$ cat config.mk
export PLATFORM = sky130hd
export DESIGN_NAME = avst_rgb_frame_source
export DESIGN_NICKNAME = d
export VERILOG_FILES = /design/src/rtl/avst_video_pkg.sv /design/src/rtl/avst_pattern_gen.sv /design/src/rtl/avst_rgb_frame_source.sv
export SDC_FILE = /design/constraint.sdc
export NUM_CORES = 1
export LEC_CHECK = 0
export CAP_MARGIN = 20
export CORE_ASPECT_RATIO = 1.1
export CORE_UTILIZATION = 30
export CTS_BUF_LIST = sky130_fd_sc_hd__clkbuf_4 sky130_fd_sc_hd__clkbuf_8
export DETAILED_ROUTE_END_ITERATION = 12
export HOLD_SLACK_MARGIN = 0.05
export PLACE_DENSITY = 0.56
export SKIP_LAST_GASP = 1
export SYNTH_ARGS = -nofsm -noshare
export SYNTH_HDL_FRONTEND = slang
export SYNTH_SLANG_ARGS = --single-unit
$ cat constraint.sdc
create_clock -name clock -period 4.63 [get_ports clock]
set_input_delay 0.463 -clock clock [delete_from_list [all_inputs] [get_ports clock]]
set_output_delay 0.463 -clock clock [all_outputs]
set_load 0.02 [all_outputs]
$ cat src/rtl/avst_video_pkg.sv
// Shared Avalon-ST video definitions.
// Packet type, pattern and FSM encodings, RGB888 packing.
package avst_video_pkg;

  localparam logic [3:0] VID_PKT_TYPE_VIDEO = 4'h0;

  typedef enum logic [1:0] {
    PAT_SOLID = 2'd0,
    PAT_GRAD  = 2'd1,
    PAT_BARS  = 2'd2,
    PAT_COUNT = 2'd3
  } pat_e;

  typedef enum logic [1:0] {
    ST_IDLE   = 2'd0,
    ST_HEADER = 2'd1,
    ST_PIXELS = 2'd2
  } state_e;

  function automatic logic [23:0] rgb888(
    input logic [7:0] r,
    input logic [7:0] g,
    input logic [7:0] b
  );
    return {r, g, b};
  endfunction

endpackage

$ cat src/rtl/avst_pattern_gen.sv
// Combinational test-pattern pixel generator.
// Maps raster position and pattern select to one RGB beat.
module avst_pattern_gen
  import avst_video_pkg::*;
#(
  parameter int WIDTH  = 320,
  parameter int DATA_W = 24,
  parameter int XW     = 9,
  parameter int YW     = 8
) (
  input  logic [XW-1:0]     x,
  input  logic [YW-1:0]     y,
  input  logic [DATA_W-1:0] idx,
  input  pat_e              pattern,
  input  logic [DATA_W-1:0] color,
  output logic [DATA_W-1:0] pixel
);

  logic [7:0] x8;
  logic [7:0] y8;
  logic [2:0] bar;

  // select the pixel value for the current pattern
  always_comb begin
    x8    = 8'(x);
    y8    = 8'(y);
    bar   = 3'((32'(x) << 3) / WIDTH);
    pixel = '0;
    unique case (pattern)
      PAT_SOLID: pixel = color;
      PAT_GRAD:  pixel = DATA_W'(rgb888(x8, y8, x8 ^ y8));
      PAT_BARS:  pixel = DATA_W'(rgb888(
                   {8{bar[2]}}, {8{bar[1]}}, {8{bar[0]}}));
      PAT_COUNT: pixel = idx;
      default:   pixel = '0;
    endcase
  end

endmodule

$ cat src/rtl/avst_rgb_frame_source.sv
// Avalon-ST video frame source: header beat then a raster of pixels.
// Registered outputs, holds beats under backpressure, optional re-arm.
module avst_rgb_frame_source
  import avst_video_pkg::*;
#(
  parameter int WIDTH   = 320,
  parameter int HEIGHT  = 240,
  parameter int DATA_W  = 24,
  parameter int EMPTY_W = 2
) (
  input  logic               clock,
  input  logic               reset,
  input  logic               cfg_start,
  input  logic               cfg_continuous,
  input  logic [1:0]         cfg_pattern,
  input  logic [DATA_W-1:0]  cfg_color,
  output logic               busy,
  output logic               frame_done,
  output logic [DATA_W-1:0]  out_data,
  output logic               out_startofpacket,
  output logic               out_endofpacket,
  output logic [EMPTY_W-1:0] out_empty,
  output logic               out_valid,
  input  logic               out_ready
);

  localparam int XW = (WIDTH > 1) ? $clog2(WIDTH) : 1;
  localparam int YW = (HEIGHT > 1) ? $clog2(HEIGHT) : 1;
  localparam logic [XW-1:0] X_LAST = XW'(WIDTH - 1);
  localparam logic [YW-1:0] Y_LAST = YW'(HEIGHT - 1);

  state_e              state;
  logic [XW-1:0]       x;
  logic [YW-1:0]       y;
  logic [DATA_W-1:0]   idx;
  pat_e                pat_q;
  logic [DATA_W-1:0]   color_q;
  logic [XW-1:0]       nx;
  logic [YW-1:0]       ny;
  logic [DATA_W-1:0]   nidx;
  logic                last;
  logic                nlast;
  logic                fire;
  logic [DATA_W-1:0]   pix;

  assign out_empty = '0;
  assign fire      = out_valid & out_ready;

  // position of the pixel that follows the beat now on the bus
  always_comb begin
    nx   = '0;
    ny   = '0;
    nidx = '0;
    if (state == ST_PIXELS) begin
      if (x == X_LAST) begin
        nx = '0;
        ny = y + 1'b1;
      end else begin
        nx = x + 1'b1;
        ny = y;
      end
      nidx = idx + 1'b1;
    end
    last  = (x == X_LAST) && (y == Y_LAST);
    nlast = (nx == X_LAST) && (ny == Y_LAST);
  end

  avst_pattern_gen #(
    .WIDTH  (WIDTH),
    .DATA_W (DATA_W),
    .XW     (XW),
    .YW     (YW)
  ) u_gen (
    .x       (nx),
    .y       (ny),
    .idx     (nidx),
    .pattern (pat_q),
    .color   (color_q),
    .pixel   (pix)
  );

  // frame FSM, raster counters and the output register stage
  always_ff @(posedge clock) begin
    if (reset) begin
      state             <= ST_IDLE;
      x                 <= '0;
      y                 <= '0;
      idx               <= '0;
      pat_q             <= PAT_SOLID;
      color_q           <= '0;
      busy              <= 1'b0;
      frame_done        <= 1'b0;
      out_valid         <= 1'b0;
      out_startofpacket <= 1'b0;
      out_endofpacket   <= 1'b0;
      out_data          <= '0;
    end else begin
      frame_done <= 1'b0;
      unique case (state)
        ST_IDLE: begin
          if (cfg_start) begin
            state             <= ST_HEADER;
            pat_q             <= pat_e'(cfg_pattern);
            color_q           <= cfg_color;
            busy              <= 1'b1;
            out_valid         <= 1'b1;
            out_startofpacket <= 1'b1;
            out_endofpacket   <= 1'b0;
            out_data          <= DATA_W'(VID_PKT_TYPE_VIDEO);
          end
        end
        ST_HEADER: begin
          if (fire) begin
            state             <= ST_PIXELS;
            x                 <= '0;
            y                 <= '0;
            idx               <= '0;
            out_startofpacket <= 1'b0;
            out_endofpacket   <= nlast;
            out_data          <= pix;
          end
        end
        ST_PIXELS: begin
          if (fire) begin
            if (last) begin
              frame_done      <= 1'b1;
              x               <= '0;
              y               <= '0;
              idx             <= '0;
              out_endofpacket <= 1'b0;
              if (cfg_continuous) begin
                state             <= ST_HEADER;
                pat_q             <= pat_e'(cfg_pattern);
                color_q           <= cfg_color;
                out_startofpacket <= 1'b1;
                out_data          <= DATA_W'(VID_PKT_TYPE_VIDEO);
              end else begin
                state     <= ST_IDLE;
                busy      <= 1'b0;
                out_valid <= 1'b0;
                out_data  <= '0;
              end
            end else begin
              x               <= nx;
              y               <= ny;
              idx             <= nidx;
              out_endofpacket <= nlast;
              out_data        <= pix;
            end
          end
        end
        default: state <= ST_IDLE;
      endcase
    end
  end

endmodule

## Word-level counts from Yosys, hierarchy flattened

Index checks and enable logic that the tools add are counted.

- Output and inout port bits: 31
- Register bits after elaboration: 97
- Input port bits: 31

- Divide/modulo/power cells: 1
- Equal/unequal tests: 15
- Multiplexer cells: 55
- Bitwise operators: 4
- Reduce and logical (&&, ||, !) cells: 14
- Add/subtract/negate cells: 3

Operators by type and width:

| kind | count |
|---|---|
| two-way mux 24 bit | 12 |
| case mux 24 bit (2 select lines) | 2 |
| case mux 24 bit (4 select lines) | 1 |
| case mux 24 bit (3 select lines) | 1 |
| two-way mux 9 bit | 5 |
| two-way mux 8 bit | 5 |
| divider 12 x 9 -> 32 bit (second input constant) | 1 |
| adder 24 x 1 -> 24 bit (second input constant) | 1 |
| == test 9 bit (second input constant) | 2 |
| case mux 9 bit (2 select lines) | 1 |
| == test 8 bit (second input constant) | 2 |
| two-way mux 2 bit | 8 |
| case mux 8 bit (2 select lines) | 1 |
| two-way mux 1 bit | 14 |
| inequality test 2 bit (second input constant) | 6 |
| AND reduction 5 bit | 2 |
| adder 9 x 1 -> 9 bit (second input constant) | 1 |
| adder 8 x 1 -> 8 bit (second input constant) | 1 |
| AND reduction 4 bit | 2 |
| bitwise XOR 8 bit | 1 |
| == test 2 bit (second input constant) | 3 |
| case mux 1 bit (3 select lines) | 2 |
| case mux 2 bit (3 select lines) | 1 |
| AND reduction 6 bit | 1 |
| 11 further kinds | 16 |

## Longest topological paths before layout

- Word-level depth: 8
- Gate-level depth with buffers: 16
- Mapped depth without buffers: 15

## Modules after synthesis

From an unflattened synthesis, not the netlist that was laid out.

- Cell total of the unflattened synthesis: 761
- Area total of the unflattened synthesis: 5848.1 um^2

Modules (own cells, without submodules):

| module | cells an instance | seq. area each (um^2) | area each (um^2) | times used |
|---|---|---|---|---|
| avst_rgb_frame_source | 614 | 1941.9 | 4793.3 | 1 |
| avst_pattern_gen | 147 | 0.0 | 1054.8 | 1 |

## Least setup slack after synthesis

Ideal clock, no wire load.

- Kind: reg-to-reg
- From: register x[2]
- To: register out_data[4]
- Buffers on the path: 1
- Clock period less this slack: 3.261 ns
- Data arrival time: 3.170 ns
- Setup slack: 1.369 ns
- Cell stages (with the launch flop): 15
- Path through: dfxtp_1 buf_2 and4_1 a21boi_0 o21ai_1 nand2_1 ha_1 nand2b_1 nand2_1 a311o_1 a221oi_1 a22oi_1 a21boi_0 o22ai_1 a311oi_1

- Cells in the longest elaborated chain, start to end: 8
- Elaborated cells between the ends (all ways): 14

RTL lines:

| item | RTL line | text |
|---|---|---|
| start: declaration | avst_rgb_frame_source.sv:33 | `logic [XW-1:0] x;` |
| start signal: assignment | avst_rgb_frame_source.sv:144 | `x <= nx;` |
| adder 9 x 1 -> 9 bit / == test 9 bit (equally long branches) | avst_rgb_frame_source.sv:59, avst_rgb_frame_source.sv:55, avst_rgb_frame_source.sv:64 |  |
| two-way mux 9 bit / two-way mux 8 bit (equally long branches) | avst_rgb_frame_source.sv:55 | `if (x == X_LAST) begin` |
| two-way mux 9 bit / two-way mux 8 bit (equally long branches) | avst_rgb_frame_source.sv:54 | `if (state == ST_PIXELS) begin` |
| divider 12 x 9 -> 32 bit / bitwise XOR 8 bit (equally long branches) | avst_pattern_gen.sv:27, avst_pattern_gen.sv:31 |  |
| case mux 24 bit (4 select lines) | avst_pattern_gen.sv:29 | `unique case (pattern)` |
| two-way mux 24 bit | avst_rgb_frame_source.sv:125 | `if (last) begin` |
| two-way mux 24 bit | avst_rgb_frame_source.sv:124 | `if (fire) begin` |
| case mux 24 bit (3 select lines) (*) | avst_rgb_frame_source.sv:99 | `unique case (state)` |
| end signal: assignment | avst_rgb_frame_source.sv:109 | `out_data <= DATA_W'(VID_PKT_TYPE_VIDEO);` |
| end signal: assignment | avst_rgb_frame_source.sv:120 | `out_data <= pix;` |
| end signal: assignment | avst_rgb_frame_source.sv:136 | `out_data <= DATA_W'(VID_PKT_TYPE_VIDEO);` |
| end: declaration | avst_rgb_frame_source.sv:19 | `output logic [DATA_W-1:0] out_data,` |

Mark *: on every way between the ends. The rest lies on a longest branch, timed or not. The select of a mux whose other input is x is not followed.
A chain may end at the register's enable or synchronous reset.

## Worst setup path in the final report

Ends and elaborated chain as after synthesis.

==> run metrics <==
initial detailed-routing violation count 487; fin crit period 4.078 ns; ys async rst share 0%; setup violation total in the final timing report 0; CTS Buf Count 9; ratio of cells with drive above 1 in the final layout under 10%; Ports 62; Reg-to-Reg End out_data[4]$_SDFFE_PP0P_; Max-Slew Margin vs Limit 37.60%; Post-Syn Area per Cell 7.574 µm²; Post-CTS Resized 0; latest clock arrival within the worst-skew pair 0.40 ns; post-synth top area share 32.41%; fin nets about 860; final setup TNS 0 ns; flip-flop and latch count after synthesis 97; Post-CTS Hold Fix Bufs 0; YS warnings 0; crit path launch x[2]$_SDFFE_PP0P_; initial antenna violation count 0; Tot GR Track Use approximately a fifth; Pins Over Slew Limit 0; die width 136.7 µm; mux contribution to synthesized area under 10%; CTS tree yes; adder and majority gate portion of the synthesized area under 10%; Core Footprint 0.01936 mm²; starting density of the core between 30% and 40%; synthesized cell area 0.005991 mm²; skew final about 0.015 ns; gpl congestion approximately 0.85; P_leak 2.349 nW; Syn-to-layout area delta 16.69%; largest family of logic cells by synthesized area compound AO/OA/AOI/OAI gates; Achievable Freq about 250 MHz; final hold violations 0; distinct cell type count after synthesis between 60 and 70; I/O Buffers around 60; Overall Power 0.002521 W; Clock Sinks 97; Post-Synth Simple-Gate Area 24.96%; EDFF count, synth 0; Crit path required time 4.93 ns; first-pass GRT wire length 30.02 mm; grt met1 use 25.52%; compound-gate portion of the synthesized area 25.00%; routed wire length per instance about 18 µm; crit-path max FO 9; Root Buffer clkbuf_8; Post-CTS Setup Inserts 0; status finished clean; crit path capture out_data[4]$_SDFFE_PP0P_; Most used DFF post-synth dfxtp_1; unrepaired setup endpoints after global routing false; Reg2Reg Setup Slack 0.55 ns; post-synthesis xor/xnor area fraction 5.994%; CTS H-Tree Depth 3; kind of critical path reg2reg; hold crit path type reg2reg; busiest grt layer met2; DRC violations left 0; crit share post-route 88.08%; Antenna diodes 0; Initial DRT Pass Iterations 7; clock tree buffer depth 2; Synth Instances 791; Die H between 150 and 200 µm; Die ar. 0.02054 mm²; Setup crit end kind flop; met3 GRT Util 2.525%; antenna-violating nets left 0; Worst-path clk slew 0.12 ns; Congestion Overflow GR 0; post-detail-place hpwl 13.83 mm; total wire length 19.12 mm; FP Rows 53; post-synthesis sequential area ratio 32.41%; Slew @ Worst Pin 0.9360 ns; Max IR drop VDD approximately 0.17 mV; r2r startpoint x[2]$_SDFFE_PP0P_; via count 5921; M2 GR Usage approximately 31%; largest net degree at the start of global routing 47; DR vias/cell 5.508; Critical Path Source Type flop; vias in the first global route 5384; top cells by area, synth dfxtp_1 (32%), nor2_1 (6.2%), nand2_1 (5.8%), a21oi_1 (5.4%), mux2i_1 (5.0%); CP arrival 4.38 ns; max_cap viols 0; worst reg-to-reg path cell count 13; PwrDens approximately 360 mW/mm²; biggest area consumer among synthesized cells dfxtp_1
cells in the mapped netlist, drive strengths merged, types with 10 or more instances:
cell type,number
and2,10
mux2i,30
and3,11
nand3,28
nand2,93
xnor2,25
nor2,100
buf,14
dfxtp,97
xor2,16
o211ai,12
clkbuf,42
nand4,13
inv,12
a21o,10
nor3,19
o21ai,61
a21oi,66
final cells by class:
type | instances | area, µm²
fillers | 2104 | 12370
multi-input cells | 627 | 3776
flip-flops and latches | 97 | 1942
repair buffers | 76 | 713.2
well taps | 247 | 309.0
clock buffers | 9 | 123.9
clock inverters | 7 | 81.33
inverters | 12 | 45.04
registers in the layout, summed over array words and instances, names as in the netlist:
signal / count
color_q: 24
frame_done: 1
idx: 24
out_data: 24
out_endofpacket: 1
out_startofpacket: 1
out_valid: 1
pat_q: 2
state: 2
x: 9
y: 8
logic make-up (layout without fill, tap and decap cells):
kind of cell | after synthesis | after routing
buffers and inverters | 68 | 104
and+or+nand+nor | 316 | 316
muxes | 30 | 30
other | 1 | 2
adders and majority gates | 9 | 9
AOI/OAI and AO/OA | 229 | 229
xor gates and xnor gates | 41 | 41
DFF | 97 | 97
per-stage QoR:
stage | setup slack (ns) | utilization, % | std cells | hold slack [ns] | cell area [µm²]
2_1_floorplan | 1.369 | - | 792 | 0.4548 | 5995
3_3_place_gp | 0.7355 | 35.04 | 1059 | 0.4427 | 6785
3_5_place_dp | 0.6261 | 35.04 | 1059 | 0.4519 | 6785
4_1_cts | 0.6001 | 36.10 | 1075 | 0.4693 | 6990
5_1_grt | 0.1448 | 36.10 | 1075 | 0.4945 | 6990
6_report | 0.5517 | 36.10 | 1075 | 0.4643 | 6990
worst max-delay path, cell delays in order, from the launching register on:
cell,delay [ns]
dfxtp_1,0.49
and4_1,0.45
a21boi_1,0.26
o21ai_2,0.36
nand2_1,0.13
ha_1,0.38
nand2b_1,0.29
nand2_1,0.09
a311o_1,0.37
a221oi_1,0.29
a22oi_1,0.18
a21boi_0,0.26
o22ai_1,0.14
a311oi_1,0.28
layer usage:
metal	part of all wire, %	routed length [µm]	up-vias
li1	-	-	2919
met1	45	8588	2797
met2	47	9075	174
met3	4.8	924	31
met4	2.8	533	0
met5	0	0	-
worst min-delay path by stage:
stage                                   start                         to  slack (ns)  depth (start not counted)
finish              out_data[21]$_SDFFE_PP0P_  out_data[21]$_SDFFE_PP0P_        0.46                          2
CTS                 out_data[16]$_SDFFE_PP0P_  out_data[16]$_SDFFE_PP0P_        0.47                          2
global route        out_data[16]$_SDFFE_PP0P_  out_data[16]$_SDFFE_PP0P_        0.49                          2
detailed placement  out_data[16]$_SDFFE_PP0P_  out_data[16]$_SDFFE_PP0P_        0.45                          2
floorplan             color_q[9]$_SDFFE_PP0P_    color_q[9]$_SDFFE_PP0P_        0.45                          2
global placement    out_data[18]$_SDFFE_PP0P_  out_data[18]$_SDFFE_PP0P_        0.44                          2
cell usage in the layout, fill, tap and decap left out, types with 4 or more instances in the layout:
master / n
a211oi_1: 6
a21o_1: 10
a21oi_1: 65
a22oi_1: 9
a31oi_1: 9
a32oi_1: 5
and2_1: 9
and3_1: 11
and4_1: 4
buf_4: 17
clkbuf_8: 9
clkdlybuf4s50_1: 58
dfxtp_1: 97
ha_1: 9
inv_1: 12
mux2i_1: 30
nand2_1: 93
nand3_1: 28
nand4_1: 13
nor2_1: 99
nor2b_1: 7
nor3_1: 19
nor3b_1: 7
nor4_1: 8
o211ai_1: 11
o21a_1: 8
o21ai_0: 51
o21ai_1: 7
o221ai_1: 8
o22ai_1: 7
or3_1: 5
xnor2_1: 25
xor2_1: 16
report_power, final:
part           switching [W]  internal, W
Sequential         0.0000704     0.000935
Combinational       0.000593     0.000340
Clock               0.000367     0.000216
Total                0.00103      0.00149
Power figures use the tool's default switching activity.
